==> src/rtl/clock_seg_scan_if.sv <==
`default_nettype none
// ============================================================================
//  Module      : clock_seg_scan_if
//  Description : Digit/blink inputs and segment/digit drive outputs of the
//                multiplexed six-digit seven-segment clock display driver.
//  Revision    : 1.0 - initial release
// ============================================================================
interface clock_seg_scan_if;
  logic       i_upd;
  logic [3:0] i_sec_lo;
  logic [3:0] i_sec_hi;
  logic [3:0] i_min_lo;
  logic [3:0] i_min_hi;
  logic [3:0] i_hr_lo;
  logic [3:0] i_hr_hi;
  logic [1:0] i_blink_sel;
  logic [7:0] o_seg;
  logic [5:0] o_dig;

  // Time source side: drives digits, observes the display drive
  modport master (
    output i_upd, i_sec_lo, i_sec_hi, i_min_lo, i_min_hi, i_hr_lo, i_hr_hi,
    output i_blink_sel,
    input  o_seg, o_dig
  );

  // Display driver side
  modport slave (
    input  i_upd, i_sec_lo, i_sec_hi, i_min_lo, i_min_hi, i_hr_lo, i_hr_hi,
    input  i_blink_sel,
    output o_seg, o_dig
  );
endinterface
`default_nettype wire

==> src/rtl/clock_seg_scan.sv <==
`default_nettype none
// ============================================================================
//  Module      : clock_seg_scan
//  Description : Multiplexed 6-digit seven-segment driver. Frame-consistent
//                snapshot of BCD time digits, anti-ghost blanking at the
//                start of each digit slot, blink of the selected field pair
//                and blinking separator points. Active-low outputs.
//  Revision    : 1.0 - initial release
// ============================================================================
module clock_seg_scan #(
  parameter int SCAN_DIV  = 50000,
  parameter int BLANK_CYC = 500,
  parameter int BLINK_DIV = 250
) (
  input  wire logic         clk,
  input  wire logic         rst,   // asynchronous, active-low
  clock_seg_scan_if.slave   bus
);

  localparam int PW = (SCAN_DIV  > 1) ? $clog2(SCAN_DIV)  : 1;
  localparam int BW = (BLINK_DIV > 1) ? $clog2(BLINK_DIV) : 1;

  localparam logic [PW-1:0] c_pre_last   = PW'(SCAN_DIV - 1);
  localparam logic [PW-1:0] c_blank      = PW'(BLANK_CYC);
  localparam logic [BW-1:0] c_blink_last = BW'(BLINK_DIV - 1);

  logic [PW-1:0] r_pre;
  logic [2:0]    r_idx;
  logic [BW-1:0] r_blink_cnt;
  logic          r_phase;
  logic [23:0]   r_pend;      // {hr_hi,hr_lo,min_hi,min_lo,sec_hi,sec_lo}
  logic          r_pend_vld;
  logic [23:0]   r_disp;
  logic [7:0]    r_seg;
  logic [5:0]    r_dig;

  logic          w_slot_tick;
  logic          w_frame_end;
  logic [23:0]   w_in;
  logic [3:0]    w_cur;
  logic          w_blanked;
  logic          w_blink_off;
  logic          w_dp_on;
  logic [7:0]    w_seg_nxt;
  logic [5:0]    w_dig_nxt;

  assign w_slot_tick = (r_pre == c_pre_last);
  assign w_frame_end = w_slot_tick && (r_idx == 3'd5);
  assign w_in        = {bus.i_hr_hi, bus.i_hr_lo, bus.i_min_hi,
                        bus.i_min_lo, bus.i_sec_hi, bus.i_sec_lo};

  // BCD to active-low {g..a}; non-BCD codes show a dash
  function automatic logic [6:0] f_decode(input logic [3:0] v);
    case (v)
      4'd0:    f_decode = 7'h40;
      4'd1:    f_decode = 7'h79;
      4'd2:    f_decode = 7'h24;
      4'd3:    f_decode = 7'h30;
      4'd4:    f_decode = 7'h19;
      4'd5:    f_decode = 7'h12;
      4'd6:    f_decode = 7'h02;
      4'd7:    f_decode = 7'h78;
      4'd8:    f_decode = 7'h00;
      4'd9:    f_decode = 7'h10;
      default: f_decode = 7'h3F;
    endcase
  endfunction

  // Slot prescaler and digit index; idx wrap marks the frame boundary
  always_ff @(posedge clk or negedge rst) begin
    if (!rst) begin
      r_pre <= '0;
      r_idx <= 3'd0;
    end else if (w_slot_tick) begin
      r_pre <= '0;
      r_idx <= (r_idx == 3'd5) ? 3'd0 : r_idx + 3'd1;
    end else begin
      r_pre <= r_pre + PW'(1);
    end
  end

  // Blink phase toggles every BLINK_DIV slot ticks
  always_ff @(posedge clk or negedge rst) begin
    if (!rst) begin
      r_blink_cnt <= '0;
      r_phase     <= 1'b0;
    end else if (w_slot_tick) begin
      if (r_blink_cnt == c_blink_last) begin
        r_blink_cnt <= '0;
        r_phase     <= ~r_phase;
      end else begin
        r_blink_cnt <= r_blink_cnt + BW'(1);
      end
    end
  end

  // Snapshot: updates park in pending and only reach the display at a frame
  // boundary, so a frame never mixes old and new digits
  always_ff @(posedge clk or negedge rst) begin
    if (!rst) begin
      r_pend     <= '0;
      r_pend_vld <= 1'b0;
      r_disp     <= '0;
    end else if (w_frame_end) begin
      if (bus.i_upd)       r_disp <= w_in;
      else if (r_pend_vld) r_disp <= r_pend;
      r_pend_vld <= 1'b0;
    end else if (bus.i_upd) begin
      r_pend     <= w_in;
      r_pend_vld <= 1'b1;
    end
  end

  // Select the displayed digit for the current slot
  always_comb begin
    w_cur = r_disp[3:0];
    case (r_idx)
      3'd1:    w_cur = r_disp[7:4];
      3'd2:    w_cur = r_disp[11:8];
      3'd3:    w_cur = r_disp[15:12];
      3'd4:    w_cur = r_disp[19:16];
      3'd5:    w_cur = r_disp[23:20];
      default: w_cur = r_disp[3:0];
    endcase
  end

  // Next segment/digit drive from the current scan state
  always_comb begin
    w_blanked   = (r_pre < c_blank);
    w_blink_off = r_phase && (bus.i_blink_sel != 2'd0) &&
                  (r_idx[2:1] == (bus.i_blink_sel - 2'd1));
    w_dp_on     = !r_phase && ((r_idx == 3'd2) || (r_idx == 3'd4));
    w_seg_nxt   = {~w_dp_on, f_decode(w_cur)};
    w_dig_nxt   = 6'h3F;
    if (!w_blanked && !w_blink_off)
      w_dig_nxt = ~(6'b000001 << r_idx);
  end

  // Registered display drive; all off while in reset
  always_ff @(posedge clk or negedge rst) begin
    if (!rst) begin
      r_seg <= 8'hFF;
      r_dig <= 6'h3F;
    end else begin
      r_seg <= w_seg_nxt;
      r_dig <= w_dig_nxt;
    end
  end

  assign bus.o_seg = r_seg;
  assign bus.o_dig = r_dig;

endmodule
`default_nettype wire

==> src/flat_wrapper.sv <==
// flat-port wrapper written by rule: the top's interface ports become plain ports
module clock_seg_scan_flat 
#(
  parameter int SCAN_DIV  = 50000,
  parameter int BLANK_CYC = 500,
  parameter int BLINK_DIV = 250
)
  (clk, rst, bus_i_upd, bus_i_sec_lo, bus_i_sec_hi, bus_i_min_lo, bus_i_min_hi, bus_i_hr_lo, bus_i_hr_hi, bus_i_blink_sel, bus_o_seg, bus_o_dig);
  clock_seg_scan_if bus_i ();
  input  wire logic clk;
  input  wire logic rst;
  input wire logic [$bits(bus_i.i_upd)-1:0] bus_i_upd;
  input wire logic [$bits(bus_i.i_sec_lo)-1:0] bus_i_sec_lo;
  input wire logic [$bits(bus_i.i_sec_hi)-1:0] bus_i_sec_hi;
  input wire logic [$bits(bus_i.i_min_lo)-1:0] bus_i_min_lo;
  input wire logic [$bits(bus_i.i_min_hi)-1:0] bus_i_min_hi;
  input wire logic [$bits(bus_i.i_hr_lo)-1:0] bus_i_hr_lo;
  input wire logic [$bits(bus_i.i_hr_hi)-1:0] bus_i_hr_hi;
  input wire logic [$bits(bus_i.i_blink_sel)-1:0] bus_i_blink_sel;
  output wire logic [$bits(bus_i.o_seg)-1:0] bus_o_seg;
  output wire logic [$bits(bus_i.o_dig)-1:0] bus_o_dig;
  assign bus_i.i_upd = bus_i_upd;
  assign bus_i.i_sec_lo = bus_i_sec_lo;
  assign bus_i.i_sec_hi = bus_i_sec_hi;
  assign bus_i.i_min_lo = bus_i_min_lo;
  assign bus_i.i_min_hi = bus_i_min_hi;
  assign bus_i.i_hr_lo = bus_i_hr_lo;
  assign bus_i.i_hr_hi = bus_i_hr_hi;
  assign bus_i.i_blink_sel = bus_i_blink_sel;
  assign bus_o_seg = bus_i.o_seg;
  assign bus_o_dig = bus_i.o_dig;
  clock_seg_scan #(.SCAN_DIV(SCAN_DIV), .BLANK_CYC(BLANK_CYC), .BLINK_DIV(BLINK_DIV)) u_core (.clk(clk), .rst(rst), .bus(bus_i));
endmodule
==> config.mk <==
export PLATFORM = sky130hd
export DESIGN_NAME = clock_seg_scan_flat
export DESIGN_NICKNAME = d
export VERILOG_FILES = /design/src/rtl/clock_seg_scan_if.sv /design/src/rtl/clock_seg_scan.sv /design/src/flat_wrapper.sv
export SDC_FILE = /design/constraint.sdc
export NUM_CORES = 1
export LEC_CHECK = 0
export BUFFER_PORTS_ARGS = -buffer_cell sky130_fd_sc_hd__buf_2
export CORE_MARGIN = 1.5
export CORE_UTILIZATION = 35
export CTS_CLUSTER_DIAMETER = 40
export DETAILED_ROUTE_END_ITERATION = 6
export GPL_ROUTABILITY_DRIVEN = 0
export PLACE_DENSITY = 0.57
export SLEW_MARGIN = 20
export SYNTH_ARGS = -nofsm -noshare
export SYNTH_HDL_FRONTEND = slang
export SYNTH_SLANG_ARGS = --single-unit
==> constraint.sdc <==
create_clock -name clk -period 3.3 [get_ports clk]
set_input_delay 0.165 -clock clk [delete_from_list [all_inputs] [get_ports clk]]
set_output_delay 0.165 -clock clk [all_outputs]
set_load 0.02 [all_outputs]
==> flow_metrics.tcl <==
set metrics [dict create \
    status "finished clean" \
    postCtsSetupBuffers 0 \
    ys_ff_latch 91 \
    synthesis.nets 423 \
    fp.dieH_um 113 \
    powerDensity_nw_per_um2 458 \
    netlist_area_sq_um 4270 \
    maxSlewHeadroom 0.375 \
    drt-initial-drc-count 142 \
    clk_pin_slew_ps 70 \
    synth_top_area_frac 0.451 \
    viasPerCell 5.04 \
    max_freq_mhz 379 \
    critPathKind "flip-flop to flip-flop" \
    setup_violations 0 \
    dp_hpwl_mm 5.92 \
    overflow 0 \
    drive_gt1_frac 0.241 \
    final_util 0.408 \
    nets 460 \
    synth_area_per_cell_sq_um 11.1 \
    fin_cells 575 \
    rsz0062_at_grt "false" \
    stdcell_area_sq_um 4890 \
    core_sq_um 12000 \
    hold_ws_ps 51.2 \
    ant_nets 0 \
    rrSetupSlack_ps 660 \
    rows 40 \
    yosys.area.top_type "dfrtp_1" \
    cpPeakStageDelay_ps 690 \
    place_area_sq_um 4600 \
    area_growth_pct 14.4 \
    grt_pass1_wl_mm 14.4 \
    clock_sinks 91 \
    clockBufferDepth 2 \
    min_period_over_period 0.800 \
    n_antenna_cell 0 \
    cts_root_buf "clkbuf_16" \
    antenna_found_initial 0 \
    max_cap_violations 0 \
    seqCellArea_sq_um 2290 \
    hold_viol 0 \
    leakage_uw 0.00212 \
    track_usage 0.143 \
    synth-edff-count 0 \
    drt_wl_total_mm 8.34 \
    cts_inserted_buffers 9 \
    dr.pass1.iters 4 \
    synth_ff_type "dfrtp_1" \
    ios 43 \
    cp_slowest_cell "dfrtp_1" \
    multi_input_area_sq_um 1830 \
    drc 0 \
    arrival_ps 2920 \
    syn_inst 386 \
    port-buffer-count 42 \
    cp.required_ps 3580 \
    worstSetupEndpointType "flip-flop" \
    cts_tree "done" \
    cts-htree-levels 3 \
    ir_drop_v 0.000203 \
    num_vias 2896 \
    synthArstFlopShare 1.00 \
    start_util 0.357 \
    tightest_slew_ps 930 \
    yosysUniqueCellTypes 53 \
    grt_pass1_vias 2819 \
    crit_chain "inv_1, ha_1, a21o_2, a31oi_1, o21ai_0, nand3_1" \
    slew_violations 0 \
    detail_route.wl_per_cell_um 14.5 \
    finClkSkew_ps 9.72 \
    min_period_ps 2640 \
    grt_max_degree 49 \
    netlist_top_cells_area "dfrtp_1, dfstp_2, mux2i_1" \
    hp-class "input pin to flip-flop" \
    dieArea_sq_um 12900 \
    start_kind "flip-flop" \
    dp.cells 558 \
    insertion_delay_ps 340 \
    n_fill_cell 1151 \
    critPathMaxFanout 16 \
    yosysSeqAreaShare 0.537 \
    dieWidth_um 113 \
    synth_warnings 0 \
    tns_ps 0 \
]
==> through the flow <==
step | setup WS, ps | power [uW]
6_report | 659 | 2240
5_1_grt | 364 | 2340
4_1_cts | 676 | 2270
3_5_place_dp | 692 | 1300
3_3_place_gp | 790 | 1300
2_1_floorplan | 876 | 1240
==> layout make-up <==
class | count | area share
Clock buffer | 10 | 0.0489
Clock inverter | 6 | 0.00845
Inverter | 12 | 0.00922
Multi-Input combinational cell | 262 | 0.374
Sequential cell | 91 | 0.470
Tap cell | 147 | 0.0376
Timing Repair Buffer | 47 | 0.0517
==> layer usage <==
metal  vias up  part of all wire  GRT usage
li1       1443                 -          -
met1      1399              0.53      0.216
met2        45              0.42      0.192
met3         9             0.038     0.0367
met4         0             0.018     0.0600
met5         -                 0          0
==> where the power goes <==
part / internal, uW / switching [uW] / total, uW
Sequential: 1150 / 13.3 / 1160
Combinational: 55.8 / 61.8 / 118
Clock: 529 / 432 / 961
Total: 1730 / 507 / 2240
==> Yosys cell counts (all sizes together) (2+ instances only) <==
cell type	number
a211oi	6
nand2	53
or4b	2
xnor2	10
buf	12
a21o	2
clkbuf	9
nor2	15
or4	2
a31oi	6
a211o	3
mux2	26
and3	3
a41o	2
a21oi	5
dfrtp	77
a22oi	2
mux2i	27
nor3b	2
nand3	10
ha	8
o31ai	3
xor2	9
nor4	2
nor3	4
o21ai	36
inv	12
or3	4
nand4	9
dfstp	14
==> registers in the layout, summed over array words and instances, names as in the netlist <==
register	cells
u_core.r_pend	24
u_core.r_pre	16
u_core.bus.o_seg	8
u_core.r_pend_vld	1
u_core.bus.o_dig	6
u_core.r_blink_cnt	8
u_core.r_disp	24
u_core.r_idx	3
u_core.r_phase	1
==> repair_timing <==
| action | 4_1_cts | 5_1_grt |
|---|---|---|
| hold buffers | 1 | 0 |
| hold endpoints to repair | 33 | 0 |
| resized for setup | 0 | 0 |
==> worst max-delay path: cells and delay by family, from the launching register on <==
family                   cells  cell delay [ps]
AO/OA/AOI/OAI                3             1170
adder cells (fa/ha/maj)      1              360
AND/OR/NAND/NOR              1              160
buffers and inverters        1              200
flip-flops                   1              690
==> cells by family after synthesis <==
family | count (synthesis) | synth area share
and+or+nand+nor | 112 | 0.132
DFF | 91 | 0.537
AOI/OAI and AO/OA | 70 | 0.103
muxes | 53 | 0.132
buffers and inverters | 33 | 0.0346
xor gates and xnor gates | 19 | 0.0390
adders and majority gates | 8 | 0.0234
==> final timing paths <==
path,cells past startpoint,to,startpoint
worst min-delay path,2,u_core.r_pend[5],bus_i_sec_hi[1]
worst max register to register,6,u_core.bus.o_seg[3],u_core.r_idx[2]
worst max-delay path,6,u_core.bus.o_seg[3],u_core.r_idx[2]
max in group asynchronous,3,u_core.bus.o_dig[5],rst
min in group asynchronous,2,u_core.r_pend[20],rst
worst min register to register,1,u_core.r_blink_cnt[7],u_core.r_blink_cnt[7]
==> placed cells by master, fill, tap and decap left out, drive strengths merged, types with 6 or more instances in the layout <==
master  instances
a211oi          6
a31oi           6
buf            46
clkbuf         10
dfrtp          77
dfstp          14
ha              8
inv            12
mux2           26
mux2i          27
nand2          53
nand3          10
nand4           9
nor2           15
o21ai          36
xnor2          10
xor2            9
Power figures use the tool's default switching activity.
